## src/rtl/stream_flush_gate.sv

```systemverilog
// Stream gate that blocks a valid/ready stream and drives a multi-cycle flush pulse downstream.
// Optional flush statistics counter enabled by defining STREAM_FLUSH_GATE_STATS_EN.
module stream_flush_gate #(
    parameter int unsigned T           = 1,
    parameter int unsigned FlushCycles = 1,
    parameter int unsigned GuardCycles = 1,
    parameter int unsigned CntWidth    = 16
) (
    input  logic                clk_i,
    input  logic                rst_i,
    input  logic                flush_req_i,
    input  logic                valid_i,
    output logic                ready_o,
    input  logic [T-1:0]        data_i,
    output logic                valid_o,
    input  logic                ready_i,
    output logic [T-1:0]        data_o,
    output logic                flush_o,
    output logic                busy_o,
    output logic [CntWidth-1:0] beats_o,
    output logic [CntWidth-1:0] flush_cnt_o
);

    localparam int unsigned PhMax = (FlushCycles > GuardCycles) ? FlushCycles : GuardCycles;
    localparam int unsigned PhW   = $clog2(PhMax + 1);
    localparam logic [PhW-1:0] FlushLast = PhW'(FlushCycles - 1);
    localparam logic [PhW-1:0] GuardLast = PhW'((GuardCycles > 0) ? GuardCycles - 1 : 0);

    typedef enum logic [1:0] {
        PASS  = 2'd0,
        FLUSH = 2'd1,
        GUARD = 2'd2
    } state_e;

    state_e               state_q, state_d;
    logic [PhW-1:0]       phase_q, phase_d;
    logic [CntWidth-1:0]  beats_q;

    // Valid/ready: a beat transfers on a cycle where valid and ready are both high;
    // the gate only forwards both directions in PASS, so no beat moves while busy.

    always_ff @(posedge clk_i) begin
        if (rst_i) begin
            state_q <= PASS;
            phase_q <= '0;
        end else begin
            state_q <= state_d;
            phase_q <= phase_d;
        end
    end

    always_comb begin
        state_d = state_q;
        phase_d = phase_q;
        case (state_q)
            PASS: begin
                if (flush_req_i) begin
                    state_d = FLUSH;
                    phase_d = '0;
                end
            end
            FLUSH: begin
                if (phase_q == FlushLast) begin
                    phase_d = '0;
                    if (GuardCycles > 0) state_d = GUARD;
                    else                 state_d = PASS;
                end else begin
                    phase_d = phase_q + PhW'(1);
                end
            end
            GUARD: begin
                if (phase_q == GuardLast) begin
                    state_d = PASS;
                    phase_d = '0;
                end else begin
                    phase_d = phase_q + PhW'(1);
                end
            end
            default: begin
                state_d = PASS;
                phase_d = '0;
            end
        endcase
    end

    always_comb begin
        valid_o = 1'b0;
        ready_o = 1'b0;
        flush_o = 1'b0;
        busy_o  = 1'b1;
        case (state_q)
            PASS: begin
                valid_o = valid_i;
                ready_o = ready_i;
                busy_o  = 1'b0;
            end
            FLUSH:   flush_o = 1'b1;
            default: ;
        endcase
    end

    assign data_o = data_i;

    // Any FLUSH cycle clears; the request-cycle beat was already counted in PASS.
    always_ff @(posedge clk_i) begin
        if (rst_i || state_q == FLUSH) begin
            beats_q <= '0;
        end else if (valid_o && ready_i && beats_q != '1) begin
            beats_q <= beats_q + CntWidth'(1);
        end
    end

    assign beats_o = beats_q;

`ifdef STREAM_FLUSH_GATE_STATS_EN
    logic                flush_done;
    logic [CntWidth-1:0] flush_cnt_q;

    assign flush_done = (state_q == FLUSH) && (phase_q == FlushLast);

    always_ff @(posedge clk_i) begin
        if (rst_i) begin
            flush_cnt_q <= '0;
        end else if (flush_done && flush_cnt_q != '1) begin
            flush_cnt_q <= flush_cnt_q + CntWidth'(1);
        end
    end

    assign flush_cnt_o = flush_cnt_q;
`else
    assign flush_cnt_o = '0;
`endif

endmodule

```

## config.mk

```make
export PLATFORM = sky130hd
export DESIGN_NAME = stream_flush_gate
export DESIGN_NICKNAME = d
export VERILOG_FILES = /design/src/rtl/stream_flush_gate.sv
export SDC_FILE = /design/constraint.sdc
export NUM_CORES = 1
export LEC_CHECK = 0
export BUFFER_PORTS_ARGS = -buffer_cell sky130_fd_sc_hd__buf_4
export CAP_MARGIN = 20
export CORE_MARGIN = 5
export CORE_UTILIZATION = 47
export CTS_CLUSTER_DIAMETER = 40
export DETAILED_ROUTE_END_ITERATION = 6
export GPL_ROUTABILITY_DRIVEN = 0
export PLACE_DENSITY = 0.79
export SLEW_MARGIN = 25
export SYNTH_ARGS = -nofsm -noshare
export SYNTH_HDL_FRONTEND = slang
export SYNTH_SLANG_ARGS = --single-unit
```

## constraint.sdc

```tcl
create_clock -name clk_i -period 2.5 [get_ports clk_i]
set_clock_uncertainty 0.15 [all_clocks]
set_input_delay 0.125 -clock clk_i [delete_from_list [all_inputs] [get_ports clk_i]]
set_output_delay 0.125 -clock clk_i [all_outputs]
set_load 0.01 [all_outputs]
```

# Word-level counts from Yosys, hierarchy flattened
# Index checks and enable logic that the tools add are counted.
[word_totals] reg_bits=19 input_bits=6 out_inout_bits=37 wordCells=28
[op_classes] addsub=2 n_eq_ne=6 muxes=11 reduce_logical=6
[ops] cell="16-bit by 1-bit adder with 16-bit output (second input constant)" count=1
[ops] cell="16-bit inequality test (second input constant)" count=1
[ops] cell="1-bit 2-to-1 mux" count=6
[ops] cell="2-bit 2-to-1 mux" count=3
[ops] cell="2-bit inequality test (second input constant)" count=3
[ops] cell="2-bit case mux with 3 select lines" count=1
[ops] cell="3-bit AND reduction" count=1
[ops] cell="2-bit by 1-bit equality test with 1-bit output (second input constant)" count=1
[ops] cell="2-bit equality test (second input constant)" count=1
[ops] cell="1-bit logical AND" count=2
[ops] cell="2-bit zero test" count=1
[ops] cell="1-bit case mux with 2 select lines" count=1
[ops] cell="2-bit OR reduction" count=1
[ops] cell="1-bit adder (second input constant)" count=1
[ops] cell="1-bit logical OR" count=1

# Depth between registers and ports, before layout
# Gate-level depths: netlist of run 1.
[logic_depth] depth_word=4 ltp_mapped=6 ltp_nobuf=5

# Worst setup path after synthesis of run 1
# No wires, ideal clock.
[synth_path] path_kind="flip-flop to flip-flop" from="register beats_q[8], in the netlist beats_o[8]" to="register beats_q[13], in the netlist beats_o[13]" setup_time_ns=0.059 arrival_time_ns=1.798 required_ns=2.291 path_slack_ns=0.493 path_stages_with_launch=6 path_buffers=1 period_less_slack_ns=2.007 cell_sequence="dfxtp_1 > nand4_2 > or4_1 > buf_2 > or4_1 > nand2_1"
[synth_between] elab_chain_len=2 elab_cells_between_ends=3 classes_between="1 x add/sub; 1 x eq/ne; 1 x reduce/logical"
[synth_lines] item="start, declared" line_no="37" source="logic [CntWidth-1:0] beats_q;"
[synth_lines] item="start signal, assigned" line_no="109" source="beats_q <= beats_q + CntWidth'(1);"
[synth_lines] item="branches (longest 2 deep; another with 16-bit by 1-bit adder with 16-bit output)"
# Several ways; the timed one is not identified.
# A chain may end at the register's enable or synchronous reset.

# Final worst setup path of run 1
[layout_path] from="register state_q[0]" to="register beats_q[14], in the netlist beats_o[14]"
[layout_between] elab_chain_len=4 elab_cells_between_ends=6 classes_between="1 x eq/ne; 1 x mux; 4 x reduce/logical"
[layout_lines] item="start, declared" line_no="35" source="state_e state_q, state_d;"
[layout_lines] item="start signal, assigned" line_no="47" source="state_q <= state_d;"
[layout_lines] item="2-bit zero test" line_no="91" source="case (state_q)"
[layout_lines] item="1-bit 2-to-1 mux" line_no="91"
[layout_lines] item="1-bit logical AND (2 in a row)" line_no="108" source="end else if (valid_o && ready_i && beats_q != '1) begin"
# Several ways; a longest one is shown, not always the timed one.

==> summary.md, run 1 <==
| Metric | Value |
|---|---|
| Max-slew headroom | `65.80%` |
| Post-DRT Antenna Nets | `0` |
| CTS buffer count | `3` |
| Hold_sp | `data_i` |
| # DRC | `0` |
| Area grow syn2layout | `18.85%` |
| Cell Area, Synth | `0.001069 mm^2` |
| TritonCTS clock tree | `yes` |
| Static leakage | `0.4947 nW` |
| Vias in the first global route | `955` |
| Clk_lat worst skew | `0.30 ns` |
| CP Class | `reg -> reg` |
| I/O Buffers | `24` |
| Layout cells sized above 1 | `22.78%` |
| GRT Total Usage | `15.38%` |
| Grt total ovfl | `0` |
| Final Critical Period | `2.264 ns` |
| Post-CTS Resized | `0` |
| First-pass GRT wire length | `4.119 mm` |
| Primary FF master, synth | `dfxtp_1` |
| Syn_area_per_cell | `8.157 um^2` |
| Yosys warning count | `0` |
| Final setup violation count | `0` |
| Power per Cell Area | `418.8 mW/mm^2` |
| Post-synth cell types | `34` |
| Rows | `17` |
| Post-synthesis sequential area ratio | `33.72%` |
| Die H | `57.68 um` |
| CTS Root Cell | `clkbuf_4` |
| Post-synth EDFFs | `0` |
| Total wire length | `2.466 mm` |
| DPL Wire Length | `1.913 mm` |
| Largest net degree at the start of global routing | `13` |
| Cells after Synth | `131` |
| Reg2reg start | `state_q[0]$_SDFFE_PP0P_` |
| Arrival @ worst endpoint | `2.37 ns` |
| Ports | `43` |
| Avg WL per Cell | `13.26 um` |
| Post-route clock period utilization | `90.55%` |
| Met1 Use GR | `18.45%` |
| Chip width | `57.68 um` |
| Worst R2R Path Depth | `4` |
| Worst-case vdd ir drop | `0.2460 mV` |
| Startpoint types | `flop` |
| Total negative setup slack | `0 ns` |
| Via count | `1046` |
| Asr flop ratio synth | `0%` |
| Worst Tran Pin Value | `0.5084 ns` |
| Crit path capture type | `flop` |
| Crit. Startpoint | `state_q[0]$_SDFFE_PP0P_` |
| Worst-path fanout max | `10` |
| Initial Utilization | `48.77%` |
| Final Hold Fails | `0` |
| Clock Tree Buf Depth | `2` |
| CTS Sinks | `18` |
| Outcome | `finished, final reports clean` |
| Max Clock Freq | `0.4417 GHz` |
| Total power | `0.5319 mW` |
| Fillers | `217` |
| Final-stage net count | `166` |
| First-pass DRT Iterations | `6` |
| Initial antenna violation count | `0` |
| Clk slew on worst S/H paths | `0.11 ns` |
| Max cap viols | `0` |
| Hold Crit Depth | `0` |
| Core ar. | `0.002191 mm^2` |
| RSZ-0062 raised after global routing | `no` |
| Hold Path Class | `in -> out` |
| Antenna cells | `0` |
| Most Crowded Layer GR | `met2` |
| Die ar. | `0.003327 mm^2` |
| GRT met3 Usage | `4.677%` |
| #FFs+latches synth | `18` |
| Final Max Tran Viols | `0` |
| GRT met2 Usage | `25.32%` |
| Vias per cell | `5.624` |
| WP data required | `2.60 ns` |
| DRT iter0 DRCs | `21` |
| CTS H-Tree Depth | `1` |
## flip-flops by register name, summed over array words and instances (netlist names)
signal,cells
state_q,2
beats_o,16
## logic make-up (layout without fill, tap and decap cells)
group                    count (synthesis)  count (layout)  synth area share (%)
other                                    1              16                0.3510
AND/OR/NAND/NOR                         55              55                 31.62
flip-flops                              18              18                 33.72
AO/OA/AOI/OAI                           31              31                 18.15
buffers and inverters                   25              37                 14.99
adder cells (fa/ha/maj)                  1               1                 1.171
## layer usage
| metal | part of all wire (%) | up-vias |
|---|---|---|
| li1 | - | 513 |
| met1 | 42 | 484 |
| met3 | 9.3 | 5 |
| met2 | 48 | 44 |
| met5 | 0 | - |
| met4 | 1.3 | 0 |
## final cells by class
class	instances	area [um^2]	share of cell area, %
inverters	5	18.77	1.478
repair buffers	28	215.2	16.95
well taps	28	35.03	2.759
flip-flops and latches	18	360.3	28.37
multi-input cells	103	604.3	47.59
clock buffers	4	36.28	2.857
## per-stage QoR
step | util [%] | cell area, um^2 | worst slack [ns] | instances | hold WS [ns]
3_3_place_gp | 55.40 | 1214 | 0.3822 | 180 | 0.1001
6_report | 57.97 | 1270 | 0.2361 | 186 | 0.1001
2_1_floorplan | - | 1125 | 0.4930 | 146 | 0.04661
3_5_place_dp | 55.40 | 1214 | 0.2997 | 180 | 0.1001
4_1_cts | 57.97 | 1270 | 0.2597 | 186 | 0.1001
5_1_grt | 57.97 | 1270 | 0.1069 | 186 | 0.1001
## worst paths after layout
kind | slack [ns] | endpoint
max | 0.24 | beats_o[14]$_SDFFE_PP0P_
min | 0.10 | data_o
max reg2reg | 0.24 | beats_o[14]$_SDFFE_PP0P_
min reg2reg | 0.38 | beats_o[10]$_SDFFE_PP0P_
## synth_stat cells (all sizes together), types with 2 or more instances
library cell | n | area, um^2
a21oi | 9 | 45.04
and4 | 2 | 17.52
buf | 19 | 137.6
dfxtp | 18 | 360.4
inv | 5 | 18.77
nand2 | 6 | 22.52
nand3 | 8 | 40.04
nand4 | 3 | 25.02
nor2 | 7 | 26.28
nor2b | 2 | 12.51
nor3 | 3 | 15.01
nor4 | 4 | 31.28
o211ai | 3 | 22.52
o21a | 2 | 15.01
o21ai | 8 | 40.04
o31a | 2 | 17.52
o31ai | 4 | 30.03
or2 | 2 | 12.51
or3 | 7 | 43.79
or4 | 6 | 45.04
## power breakdown
part | total (mW) | switching, mW | internal [mW]
Sequential | 0.293 | 0.00309 | 0.290
Combinational | 0.0563 | 0.0348 | 0.0215
Clock | 0.183 | 0.0942 | 0.0889
Total | 0.532 | 0.132 | 0.400
## what timing repair did
action                                 4_1_cts  5_1_grt
buffers inserted                             0        0
hold buffers                                 2        0
endpoints found under the hold margin        2        0
## worst max-delay path: stages (launching register included)
cell and delay [ns]:
dfxtp_1 0.34, nand4bb_1 0.42, or4_1 0.71, or4_1 0.52, nand2_1 0.08
## layout by cell type (no fill, tap or decap), types with 3 or more instances in the layout
master | netlist | layout
buf_4 | 17 | 26
conb_1 | 1 | 16
nor2_1 | 7 | 7
o21ai_0 | 8 | 8
or3_1 | 7 | 7
or4_1 | 6 | 6
nand2_1 | 6 | 6
o211ai_1 | 3 | 3
nor3_1 | 3 | 3
dfxtp_1 | 18 | 18
o31ai_1 | 4 | 4
a21oi_1 | 9 | 9
clkbuf_4 | 0 | 3
nor4_1 | 3 | 3
inv_1 | 5 | 5
nand3_1 | 8 | 8
Note: power is estimated with default switching activity, not from simulation.
==> run 2, diff against run 1 <==
CORE_ASPECT_RATIO = 1.2   (was unset)
==> run 2 against run 1 <==
Against the previous run:
- power down 0.39%
- routed wire length down 2.8%
- non-clock buffer count down 1
- clock-buffer cell count unchanged
- worst hold slack unchanged
- via count down 1.7%
- die area up 0.12%
- critical endpoint is now beats_o[9]$_SDFFE_PP0P_
==> summary.md, run 2 (same netlist as run 1, synthesis figures left out) <==
| Metric | Value |
|---|---|
| Ports | `43` |
| Final Util | `56.66%` |
| Antenna cells | `0` |
| Int Power | `0.3998 mW` |
| Post-route insts no fill | `188` |
| Vias per cell | `5.468` |
| Avg WL per Cell | `12.75 um` |
| Worst-path fanout max | `10` |
| CTS Root Cell | `clkbuf_4` |
| Post-CTS Resized | `0` |
| Core ar. | `0.002235 mm^2` |
| Final Max Tran Viols | `0` |
| Vias in the first global route | `929` |
| Total negative setup slack | `0 ns` |
| DRT iter0 DRCs | `37` |
| Via count | `1028` |
| Worst-case vdd ir drop | `0.3107 mV` |
| Final Hold Fails | `0` |
| Initial Utilization | `47.82%` |
| Die ar. | `0.003331 mm^2` |
| Final setup violation count | `0` |
| Die H | `62.23 um` |
| Rows | `19` |
| Clk slew on worst S/H paths | `0.11 ns` |
| Inst Count DP | `182` |
| Largest net degree at the start of global routing | `13` |
| I/O Buffers | `24` |
| WP data required | `2.58 ns` |
| RSZ-0062 raised after global routing | `no` |
| CTS buffer count | `3` |
| Hold_ws | `0.1001 ns` |
| Sequential Power Share | `55.2%` |
| Post-DRT Antenna Nets | `0` |
| Total wire length | `2.397 mm` |
| Static leakage | `0.4906 nW` |
| Logic pwr share | `10.6%` |
| GRT Total Usage | `15.22%` |
| CP Class | `reg -> reg` |
| Max Clock Freq | `0.4460 GHz` |
| Hold Crit Depth | `0` |
| Final-stage net count | `165` |
| Hold Path Class | `in -> out` |
| Final Critical Period | `2.242 ns` |
| Crit path capture type | `flop` |
| CTS Sinks | `18` |
| Arrival @ worst endpoint | `2.32 ns` |
| TritonCTS clock tree | `yes` |
| Worst R2R Path Depth | `4` |
| Most frequent cells in the layout | `buf_4 (25), dfxtp_1 (18), conb_1 (16)` |
| Crit-path cells | `nand4bb_1, or3b_2, or4_1, a21oi_1` |
| First-pass GRT wire length | `4.064 mm` |
| First-pass DRT Iterations | `7` |
| # DRC | `0` |
| DPL Wire Length | `1.905 mm` |
| Max cap viols | `0` |
| CTS H-Tree Depth | `1` |
| Outcome | `finished, final reports clean` |
| Clock share of power | `34.2%` |
| Startpoint types | `flop` |
| Slowest CP cell | `or3b_2` |
| Max FFs per register | `16` |
| Clock Tree Buf Depth | `2` |
| Post-route clock period utilization | `89.68%` |
| Initial antenna violation count | `0` |
| Worst stage delay on the critical path | `0.63 ns` |
| Sw frac | `24.55%` |
| Sw power | `0.1301 mW` |
| Most common cell after layout, fill and taps aside | `buf_4` |
| Clk_lat worst skew | `0.29 ns` |
| Grt total ovfl | `0` |
| Chip width | `53.53 um` |
| Power per Cell Area | `418.5 mW/mm^2` |
| Layout cells sized above 1 | `22.29%` |
| Area grow syn2layout | `18.50%` |
run 2: repair_timing:
action,CTS,global route
endpoints found under the hold margin,2,0
hold buffers,2,0
buffers inserted,0,0
run 2: path summary, 6_finish.rpt:
kind                                   end                startpoint  slack [ns]
setup / recovery   beats_o[9]$_SDFFE_PP0P_   state_q[0]$_SDFFE_PP0P_        0.26
hold / removal                      data_o                    data_i        0.10
setup reg to reg   beats_o[9]$_SDFFE_PP0P_   state_q[0]$_SDFFE_PP0P_        0.26
hold reg to reg   beats_o[10]$_SDFFE_PP0P_  beats_o[10]$_SDFFE_PP0P_        0.38
run 2: layout make-up:
type,count,area (um^2)
Clock buffer,4,36.28
Multi-Input combinational cell,103,604.3
Timing Repair Buffer,27,207.7
Inverter,5,18.77
Fill cell,233,968.4
Sequential cell,18,360.3
Tap cell,31,38.79
run 2: per-stage QoR:
step | setup WS (ns) | power, mW | cell area, um^2
4_1_cts | 0.2779 | 0.5351 | 1266
6_report | 0.2580 | 0.5299 | 1266
3_5_place_dp | 0.3146 | 0.3522 | 1210
5_1_grt | 0.1187 | 0.5508 | 1266
3_3_place_gp | 0.3828 | 0.3509 | 1210
2_1_floorplan | 0.4930 | 0.3520 | 1125
run 2: power groups by stage:
stage | Sequential (mW) | Combinational (mW) | Clock (mW)
floorplan | 0.299 | 0.0530 | 0
detailed placement | 0.299 | 0.0530 | 0
finish | 0.293 | 0.0559 | 0.181
global placement | 0.299 | 0.0522 | 0
CTS | 0.293 | 0.0559 | 0.187
global route | 0.293 | 0.0613 | 0.196
run 2: per-layer routing:
metal  vias up  global-route usage, %  share of wire, %
met4         0                  3.834              0.96
met5         -                      0                 0
met1       479                  20.18                43
met3         4                  2.392               4.6
met2        34                  25.00                52
li1        511                      -                 -
run 2: worst max-delay path, delay by kind of cell (launching register included):
kind               cells  cell delay (ns)
DFF                    1             0.34
AOI/OAI and AO/OA      1             0.17
and+or+nand+nor        3             1.53
